File: config.mk
export PLATFORM = sky130hd
export DESIGN_NAME = wb_arbiter
export DESIGN_NICKNAME = d
export VERILOG_FILES = /design/src/rtl/wb_arbiter_pkg.sv /design/src/rtl/wb_fifo.sv /design/src/rtl/wb_arbiter.sv
export VERILOG_INCLUDE_DIRS = /design/src /design/src/rtl
export SDC_FILE = /design/constraint.sdc
export NUM_CORES = 1
export LEC_CHECK = 0
export ABC_CLOCK_PERIOD_IN_PS = 4700
export BUFFER_PORTS_ARGS = -buffer_cell sky130_fd_sc_hd__buf_2
export CORE_MARGIN = 2
export CORE_UTILIZATION = 40
export CTS_CLUSTER_DIAMETER = 50
export CTS_CLUSTER_SIZE = 25
export DETAILED_ROUTE_END_ITERATION = 10
export PLACE_DENSITY = 0.6
export SLEW_MARGIN = 30
export SYNTH_ARGS = -nofsm -noshare
export SYNTH_HDL_FRONTEND = slang
export SYNTH_HIERARCHICAL = 1
export SYNTH_SLANG_ARGS = --single-unit
File: constraint.sdc
create_clock -name clk -period 4.7 [get_ports clk]
set_input_delay 0.47 -clock clk [delete_from_list [all_inputs] [get_ports clk]]
set_output_delay 0.47 -clock clk [all_outputs]
set_load 0.05 [all_outputs]
File: src/rtl/include.vh
// rtl/include.vh - shared widths and writeback-arbiter constants
`ifndef INCLUDE_VH
`define INCLUDE_VH

`define LEN_REG_ADDR 5
`define LEN_WORD     32

`define WB_NSRC      3
`define WB_DEPTH     2
`define WB_AGE_MAX   4
`define WB_SRC_MEM   0
`define WB_SRC_FPU   1
`define WB_SRC_ALU   2

`endif

File: src/rtl/wb_arbiter_pkg.sv
// rtl/wb_arbiter_pkg.sv - widths and defaults for the writeback arbiter
package wb_arbiter_pkg;
`include "include.vh"

  localparam int LEN_REG_ADDR = `LEN_REG_ADDR;
  localparam int LEN_WORD     = `LEN_WORD;
  localparam int WB_NSRC      = `WB_NSRC;
  localparam int WB_DEPTH     = `WB_DEPTH;
  localparam int WB_AGE_MAX   = `WB_AGE_MAX;
  localparam int WB_SRC_MEM   = `WB_SRC_MEM;
  localparam int WB_SRC_FPU   = `WB_SRC_FPU;
  localparam int WB_SRC_ALU   = `WB_SRC_ALU;

endpackage

File: src/rtl/wb_fifo.sv
// rtl/wb_fifo.sv - per-source writeback queue, head at entry 0, with address taps
module wb_fifo #(
  parameter int DEPTH = 2,
  parameter int WIDTH = 37,
  parameter int TAPW  = 5
) (
  input  logic                    clk,
  input  logic                    rstn,
  input  logic                    push,
  input  logic                    pop,
  input  logic [WIDTH-1:0]        din,
  output logic [WIDTH-1:0]        dout,
  output logic                    empty,
  output logic                    full,
  output logic [DEPTH*TAPW-1:0]   tap_addr,
  output logic [DEPTH-1:0]        tap_valid
);
  localparam int CW = $clog2(DEPTH + 1);

  logic [WIDTH-1:0] mem     [DEPTH];
  logic [WIDTH-1:0] mem_nxt [DEPTH];
  logic [CW-1:0]    count;
  logic [CW-1:0]    wr_idx;
  logic             do_push;
  logic             do_pop;

  assign empty   = (count == '0);
  assign full    = (count == CW'(DEPTH));
  assign do_pop  = pop && !empty;
  assign do_push = push && !full;
  // with a same-cycle pop the new entry lands one slot lower, behind the survivors
  assign wr_idx  = do_pop ? count - CW'(1) : count;
  assign dout    = mem[0];

  always_comb begin
    mem_nxt = mem;
    if (do_pop) begin
      for (int k = 0; k < DEPTH - 1; k++) mem_nxt[k] = mem[k+1];
    end
    for (int k = 0; k < DEPTH; k++) begin
      if (do_push && CW'(k) == wr_idx) mem_nxt[k] = din;
    end
  end

  always_comb begin
    tap_addr  = '0;
    tap_valid = '0;
    for (int k = 0; k < DEPTH; k++) begin
      tap_addr[k*TAPW +: TAPW] = mem[k][WIDTH-1 -: TAPW];
      tap_valid[k]             = CW'(k) < count;
    end
  end

  always_ff @(posedge clk) begin
    if (!rstn) count <= '0;
    else       count <= count + CW'(do_push) - CW'(do_pop);
    mem <= mem_nxt;
  end
endmodule

File: src/rtl/wb_arbiter.sv
// rtl/wb_arbiter.sv - register-file writeback arbiter: per-source queues, fixed priority with aging
module wb_arbiter
  import wb_arbiter_pkg::*;
#(
  parameter int NSRC    = WB_NSRC,
  parameter int DEPTH   = WB_DEPTH,
  parameter int AGE_MAX = WB_AGE_MAX
) (
  input  logic                         clk,
  input  logic                         rstn,
  input  logic [NSRC-1:0]              src_valid,
  output logic [NSRC-1:0]              src_ready,
  input  logic [NSRC*LEN_REG_ADDR-1:0] src_addr,
  input  logic [NSRC*LEN_WORD-1:0]     src_data,
  output logic [LEN_REG_ADDR-1:0]      ard,
  output logic [LEN_WORD-1:0]          drd,
  input  logic [LEN_REG_ADDR-1:0]      qaddr,
  output logic                         qhit,
  output logic                         busy
);
  localparam int EW  = LEN_REG_ADDR + LEN_WORD;
  localparam int AGW = $clog2(AGE_MAX + 1);

  logic [NSRC-1:0]                 empty;
  logic [NSRC-1:0]                 full;
  logic [NSRC-1:0]                 push;
  logic [NSRC-1:0]                 grant;
  logic [NSRC-1:0]                 aged;
  logic [NSRC-1:0]                 cand;
  logic [EW-1:0]                   head     [NSRC];
  logic [DEPTH*LEN_REG_ADDR-1:0]   taps     [NSRC];
  logic [DEPTH-1:0]                tap_v    [NSRC];
  logic [AGW-1:0]                  wait_cnt [NSRC];
  logic [EW-1:0]                   gnt_entry;
  logic                            found;
  logic                            hit;

  for (genvar i = 0; i < NSRC; i++) begin : g_src
    logic [LEN_REG_ADDR-1:0] addr_i;
    assign addr_i       = src_addr[i*LEN_REG_ADDR +: LEN_REG_ADDR];
    // writes to register 0 are accepted but never enqueued
    assign push[i]      = src_valid[i] && src_ready[i] && (addr_i != '0);
    assign src_ready[i] = !full[i];

    wb_fifo #(.DEPTH(DEPTH), .WIDTH(EW), .TAPW(LEN_REG_ADDR)) u_fifo (
      .clk       (clk),
      .rstn      (rstn),
      .push      (push[i]),
      .pop       (grant[i]),
      .din       ({addr_i, src_data[i*LEN_WORD +: LEN_WORD]}),
      .dout      (head[i]),
      .empty     (empty[i]),
      .full      (full[i]),
      .tap_addr  (taps[i]),
      .tap_valid (tap_v[i])
    );

    always_ff @(posedge clk) begin
      if (!rstn || empty[i] || grant[i]) wait_cnt[i] <= '0;
      else if (wait_cnt[i] != AGW'(AGE_MAX)) wait_cnt[i] <= wait_cnt[i] + AGW'(1);
    end
  end

  always_comb begin
    aged      = '0;
    grant     = '0;
    found     = 1'b0;
    gnt_entry = '0;
    for (int i = 0; i < NSRC; i++) aged[i] = !empty[i] && (wait_cnt[i] == AGW'(AGE_MAX));
    cand = (|aged) ? aged : ~empty;
    for (int i = 0; i < NSRC; i++) begin
      if (cand[i] && !found) begin
        grant[i]  = 1'b1;
        found     = 1'b1;
        gnt_entry = head[i];
      end
    end
  end

  always_comb begin
    hit = 1'b0;
    for (int i = 0; i < NSRC; i++) begin
      for (int k = 0; k < DEPTH; k++) begin
        if (tap_v[i][k] && taps[i][k*LEN_REG_ADDR +: LEN_REG_ADDR] == qaddr) hit = 1'b1;
      end
    end
    qhit = (qaddr != '0) && (hit || ard == qaddr);
  end

  assign busy = !(&empty) || (ard != '0);

  always_ff @(posedge clk) begin
    if (!rstn || !found) begin
      ard <= '0;
      drd <= '0;
    end else begin
      {ard, drd} <= gnt_entry;
    end
  end
endmodule

==> impl_metrics.py, run 1 <==
metrics = {
    "global_routing": {
        "grt-ovfl-total": 0,
        "grt_max_degree": 41,
        "antenna_found_initial": 1,
        "grt_pass1_wl_um": 39000,
        "grt_pass1_vias": 6689,
        "gr-usage-all-layers": 0.152,
    },
    "yosys": {
        "synthArstFlopShare": 0,
        "synth_common_cells": "edfxtp_1 (231), buf_4 (141), mux2_4 (90)",
        "synth.distinct_cells": 45,
        "yosysTopAreaCell": "edfxtp_1",
        "synth_area_leaders": "edfxtp_1 (54%), mux2_4 (10%), buf_4 (8.2%)",
        "synth-seq-cells": 274,
        "ys.flop_type": "edfxtp_1",
        "synth_most_common_cell": "edfxtp_1",
        "synth_edf_count": 231,
        "yosys.area.top_type_share": 0.538,
        "syn_area_um2": 12900,
        "synth_cells": 858,
        "yosysWarnings": 6,
        "ys_seq_area_frac": 0.605,
        "syn_area_per_cell_um2": 15.0,
    },
    "worst_hold_path": {
        "whs_path_depth": 1,
        "holdPathEnd": "g_src[1].u_fifo/mem[9]$_DFFE_PP_",
        "hp-start": "src_data[41]",
        "min_path_type": "primary input to flip-flop",
    },
    "critical_path": {
        "worstPathCellList": "inv_1, ha_1, and2_1, a21oi_1, or3_4, inv_4, nor2b_4, or3_1, a21o_2, buf_12, mux2_2",
        "r2r_end": "g_src[2].u_fifo/dout[34]$_DFFE_PP_",
        "required_ns": 5.00,
        "critPathKind": "flip-flop to flip-flop",
        "max_stage_delay_ns": 0.59,
        "startpoint_type": "flip-flop",
        "r2r_cells": 11,
        "cpMaxStageDelayCell": "or3_4",
        "timing.rr.start": "wait_cnt[2][0]$_SDFFCE_PN0P_",
        "ff2ff_setup_slack_ns": 1.33,
        "crit_path_end_kind": "flip-flop",
        "arrival_ns": 3.67,
        "crit_fanout": 39,
    },
    "clock_network": {
        "htree_levels": 1,
        "cts_root_buf": "clkbuf_16",
        "cts_hold_buf": 0,
        "cts.sinks": 274,
        "clkTransAtPathRegs_ns": 0.07,
        "clock_latency_ns": 0.56,
        "post_cts_resized": 0,
        "cts_buffer_depth": 3,
        "cts_buffers": 31,
        "cts_tree": "done",
        "post_cts_buffers": 0,
    },
    "floorplanning": {
        "die_area_um2": 33700,
        "die_w_um": 184,
        "num_rows": 65,
        "io_pins": 163,
        "fp.dieH_um": 184,
        "core_area_um2": 31600,
        "floorplan.initialDensity": 0.408,
    },
    "power": {
        "vdd_drop_max_mv": 0.346,
        "powerDensity_nw_per_um2": 692,
        "power_leakage_uw": 0.00547,
    },
    "timing": {
        "rsz0062_at_grt": "false",
        "slew_viol_final": 0,
        "tightest_slew_ns": 0.911,
        "fin_tns_setup_ns": 0,
        "fin_crit_sh": 0.717,
        "maxSlewHeadroom": 0.393,
        "min_period_ns": 3.37,
        "setup_viol": 0,
        "finalHoldViolations": 0,
        "fin_skew_ns": 0.0148,
        "fin_ws_ns": 1.33,
        "fmax_ghz": 0.297,
    },
    "final_layout": {
        "regArea_um2": 7800,
        "final_cells": 1311,
        "multi_input_area_um2": 3580,
        "fillerInstances": 2827,
        "layout-drive-gt1-share": 0.403,
        "num-nets-final": 1027,
        "areaGrowthSynthToFinish_pct": 8.65,
        "n_antenna_cell": 0,
        "post-route-util": 0.443,
    },
    "place": {
        "dp_slack_ns": 1.32,
        "place_congestion": 0.788,
        "place_hpwl_um": 17200,
        "numPortBuffers": 162,
        "dp_cells": 1254,
    },
    "route": {
        "route.detailed.drc": 0,
        "antenna_left": 0,
        "finalWirelength_um": 25900,
        "initialDrtViolationCount": 395,
        "first_pass_iters": 5,
        "vias": 6514,
        "routed_via_density": 4.97,
        "wl_per_cell_um": 19.8,
    },
    "outcome": {
        "outcome": "complete, no violations",
    },
    "job": {
        "drv_cap": 0,
    },
}
critical path, delay by kind of cell (launching register included):
family / cells / cell delay (ns)
AOI/OAI and AO/OA: 2 / 0.58
muxes: 1 / 0.35
and+or+nand+nor: 4 / 1.18
DFF: 1 / 0.41
adders and majority gates: 1 / 0.13
buffers and inverters: 3 / 0.46
how the worst max path moves through the flow:
stage          slack (ns)                                  to                                start  cells after the start
2_1_floorplan        0.95    g_src[2].u_fifo/mem[0]$_DFFE_PP_         wait_cnt[2][0]$_SDFFCE_PN0P_                     11
3_3_place_gp         1.40  g_src[2].u_fifo/dout[34]$_DFFE_PP_         wait_cnt[2][0]$_SDFFCE_PN0P_                     11
3_5_place_dp         1.32  g_src[2].u_fifo/dout[34]$_DFFE_PP_         wait_cnt[2][0]$_SDFFCE_PN0P_                     11
4_1_cts              1.31  g_src[2].u_fifo/dout[34]$_DFFE_PP_         wait_cnt[2][0]$_SDFFCE_PN0P_                     11
5_1_grt              1.12  g_src[2].u_fifo/dout[34]$_DFFE_PP_  g_src[1].u_fifo/count[0]$_SDFF_PN0_                     10
6_report             1.33  g_src[2].u_fifo/dout[34]$_DFFE_PP_         wait_cnt[2][0]$_SDFFCE_PN0P_                     11
final cells by class:
class	instances	share of cell area
clock inverters	24	0.0221
multi-input cells	381	0.256
inverters	26	0.00714
flip-flops and latches	274	0.557
well taps	402	0.0359
repair buffers	171	0.0659
clock buffers	33	0.0566
flip-flops by register name, indices dropped and copies added, names as in the netlist:
signal                 cells
g_src.u_fifo/mem          96
g_src.u_fifo/tap_addr     15
g_src.u_fifo/dout        111
wait_cnt                   9
drd                       32
ard                        5
g_src.u_fifo/count         6
routing by layer:
| layer | vias up | GRT usage | routed length, µm |
|---|---|---|---|
| met1 | 3198 | 0.209 | 11600 |
| met3 | 44 | 0.0269 | 1630 |
| met4 | 2 | 0.0326 | 475 |
| li1 | 3066 | - | - |
| met2 | 204 | 0.253 | 12200 |
| met5 | - | 0 | 11 |
where the power goes:
group / switching (µW) / total, µW / internal [µW]
Combinational: 1850 / 3100 / 1250
Clock: 1060 / 2550 / 1490
Sequential: 302 / 4040 / 3730
Total: 3210 / 9690 / 6480
stage by stage:
stage	total power [µW]	cell area, µm²	hold slack [ns]
2_1_floorplan	7330	12900	0.523
3_3_place_gp	7150	12900	0.475
3_5_place_dp	7230	12900	0.475
4_1_cts	9810	14000	0.0762
5_1_grt	10200	14000	0.0734
6_report	9690	14000	0.0987
layout by cell type (no fill, tap or decap), types with 4 or more instances in the layout:
master / n
nand3_1: 12
a31oi_1: 4
xor2_1: 26
nor3_1: 6
and2_1: 7
bufinv_16: 4
buf_4: 6
o21ai_1: 20
dfxtp_1: 43
inv_8: 5
edfxtp_1: 231
a221oi_1: 27
buf_2: 162
nor2_1: 46
mux2_2: 21
or3_1: 7
ha_1: 21
mux2_4: 90
nor4_1: 8
clkbuf_16: 31
inv_1: 25
a221oi_2: 10
inv_6: 7
o21ai_0: 17
xnor2_1: 18
logic make-up after synthesis:
kind of cell               after synthesis  share of synthesized area
DFF                                    274                      0.605
buffers and inverters                  205                      0.121
muxes                                  111                      0.123
and+or+nand+nor                        111                     0.0452
AOI/OAI and AO/OA                       91                     0.0551
xor gates and xnor gates                44                     0.0299
adders and majority gates               21                     0.0204
other                                    1                   0.000291
(Power assumes the default switching activity.)
==> run 2: changes to the inputs <==
- ABC_CLOCK_PERIOD_IN_PS: 4700 -> 3500
- clock period: 4.7 -> 3.5 ns (I/O delays scaled with it)
==> impl_metrics.py, run 2 (synthesized netlist as in run 1, its figures left out) <==
metrics = {
    "global_routing": {
        "grt_pass1_vias": 7188,
        "grt_max_degree": 41,
        "antenna_found_initial": 0,
        "grt-ovfl-total": 0,
        "gr-usage-all-layers": 0.161,
        "grt_pass1_wl_um": 41500,
    },
    "timing": {
        "hold_slack_ns": 0.0221,
        "fin_tns_setup_ns": 0,
        "setup_viol": 0,
        "fin_skew_ns": 0.0173,
        "min_period_ns": 2.89,
        "finalHoldViolations": 0,
        "tightest_slew_ns": 0.689,
        "fmax_ghz": 0.346,
        "slew_viol_final": 0,
        "fin_crit_sh": 0.826,
        "rsz0062_at_grt": "false",
        "maxSlewHeadroom": 0.541,
    },
    "final_layout": {
        "fillerInstances": 2704,
        "layout-drive-gt1-share": 0.367,
        "post-route-util": 0.471,
        "final_cell_mix": "edfxtp_1 (231), buf_2 (162), dlygate4sd3_1 (95), mux2_4 (90), nor2_1 (46)",
        "multi_input_area_um2": 3580,
        "areaGrowthSynthToFinish_pct": 15.6,
        "final_common_cell": "edfxtp_1",
        "largest_register_ffs": 111,
        "num-nets-final": 1129,
        "regArea_um2": 7800,
        "n_antenna_cell": 0,
    },
    "critical_path": {
        "arrival_ns": 3.18,
        "crit_fanout": 17,
        "r2r_end": "g_src[1].u_fifo/dout[32]$_DFFE_PP_",
        "critPathKind": "flip-flop to flip-flop",
        "ff2ff_setup_slack_ns": 0.61,
        "required_ns": 3.78,
        "startpoint_type": "flip-flop",
        "critPathCapture": "g_src[1].u_fifo/dout[32]$_DFFE_PP_",
        "r2r_cells": 10,
        "crit_path_end_kind": "flip-flop",
        "worstSetupStartpoint": "g_src[2].u_fifo/count[1]$_SDFF_PN0_",
        "timing.rr.start": "g_src[2].u_fifo/count[1]$_SDFF_PN0_",
    },
    "power": {
        "p_total_uw": 13000,
        "vdd_drop_max_mv": 0.436,
        "power_leakage_uw": 0.00585,
        "pwr-share-seq": 0.417,
        "powerDensity_nw_per_um2": 871,
        "switching_share": 0.338,
        "combPwrFrac": 0.335,
        "p_int_uw": 8600,
        "p_switching_uw": 4390,
        "power_frac_clock": 0.248,
    },
    "job": {
        "drv_cap": 0,
    },
    "clock_network": {
        "cts.sinks": 274,
        "cts_buffer_depth": 3,
        "htree_levels": 1,
        "cts_buffers": 29,
        "post_cts_buffers": 0,
        "clkTransAtPathRegs_ns": 0.07,
        "cts_root_buf": "clkbuf_16",
        "cts_hold_buf": 95,
        "post_cts_resized": 0,
        "clock_latency_ns": 0.55,
        "cts_tree": "done",
    },
    "floorplanning": {
        "core_area_um2": 31600,
        "io_pins": 163,
        "num_rows": 65,
        "die_area_um2": 33700,
        "fp.dieH_um": 184,
        "die_w_um": 184,
        "floorplan.initialDensity": 0.408,
    },
    "route": {
        "initialDrtViolationCount": 370,
        "route.detailed.drc": 0,
        "wl_per_cell_um": 19.4,
        "first_pass_iters": 4,
        "vias": 6861,
        "antenna_left": 0,
        "routed_via_density": 4.86,
        "finalWirelength_um": 27400,
    },
    "place": {
        "place_hpwl_um": 17200,
        "numPortBuffers": 162,
        "place_congestion": 0.748,
    },
    "outcome": {
        "outcome": "complete, no violations",
    },
    "worst_hold_path": {
        "min_path_type": "primary input to flip-flop",
    },
}
run 2: layout make-up:
cell class                      count  share of cell area
Sequential cell                   274               0.523
Multi-Input combinational cell    381               0.240
Timing Repair Buffer              275               0.128
Clock buffer                       30              0.0489
Tap cell                          402              0.0337
Clock inverter                     24              0.0195
Inverter                           26             0.00671
run 2: power by group through the flow:
stage               sequential [µW]  combinational (µW)  clock [µW]
floorplan                      5640                4190           0
global placement               5450                4260           0
detailed placement             5490                4340           0
CTS                            5420                4440        3300
global route                   5530                4730        3420
finish                         5410                4350        3220
run 2: worst min-delay path by stage:
stage,startpoint,to,cells after the start
floorplan,src_data[0],g_src[0].u_fifo/mem[0]$_DFFE_PP_,0
global placement,g_src[2].u_fifo/dout[7]$_DFFE_PP_,drd[7]$_SDFF_PP0_,2
detailed placement,g_src[2].u_fifo/dout[7]$_DFFE_PP_,drd[7]$_SDFF_PP0_,2
CTS,src_addr[9],g_src[1].u_fifo/tap_addr[9]$_DFFE_PP_,1
global route,src_data[30],g_src[0].u_fifo/mem[30]$_DFFE_PP_,1
finish,src_addr[9],g_src[1].u_fifo/tap_addr[9]$_DFFE_PP_,1
run 2: per-stage QoR:
stage / area [µm²] / setup slack (ns) / instances
finish: 14900 / 0.609 / 1412
global route: 14900 / 0.410 / 1412
CTS: 14900 / 0.607 / 1412
detailed placement: 12900 / 0.636 / 1263
global placement: 12900 / 0.696 / 1263
floorplan: 12900 / 0.357 / 860
run 2: worst max-delay path, cell delays in order (launching register included):
cell     delay, ns
dfxtp_1       0.37
inv_1         0.13
ha_1          0.30
inv_1         0.14
a31o_4        0.26
a21oi_4       0.15
nor2b_4       0.22
or3_1         0.13
a21o_2        0.15
buf_4         0.36
mux2_2        0.41
run 2: routing by layer:
metal  vias to the layer above  part of all wire  track usage
li1                       3263                 -            -
met1                      3376              0.45        0.210
met2                       182              0.48        0.281
met3                        40             0.047       0.0275
met4                         0             0.020       0.0384
met5                         -                 0            0
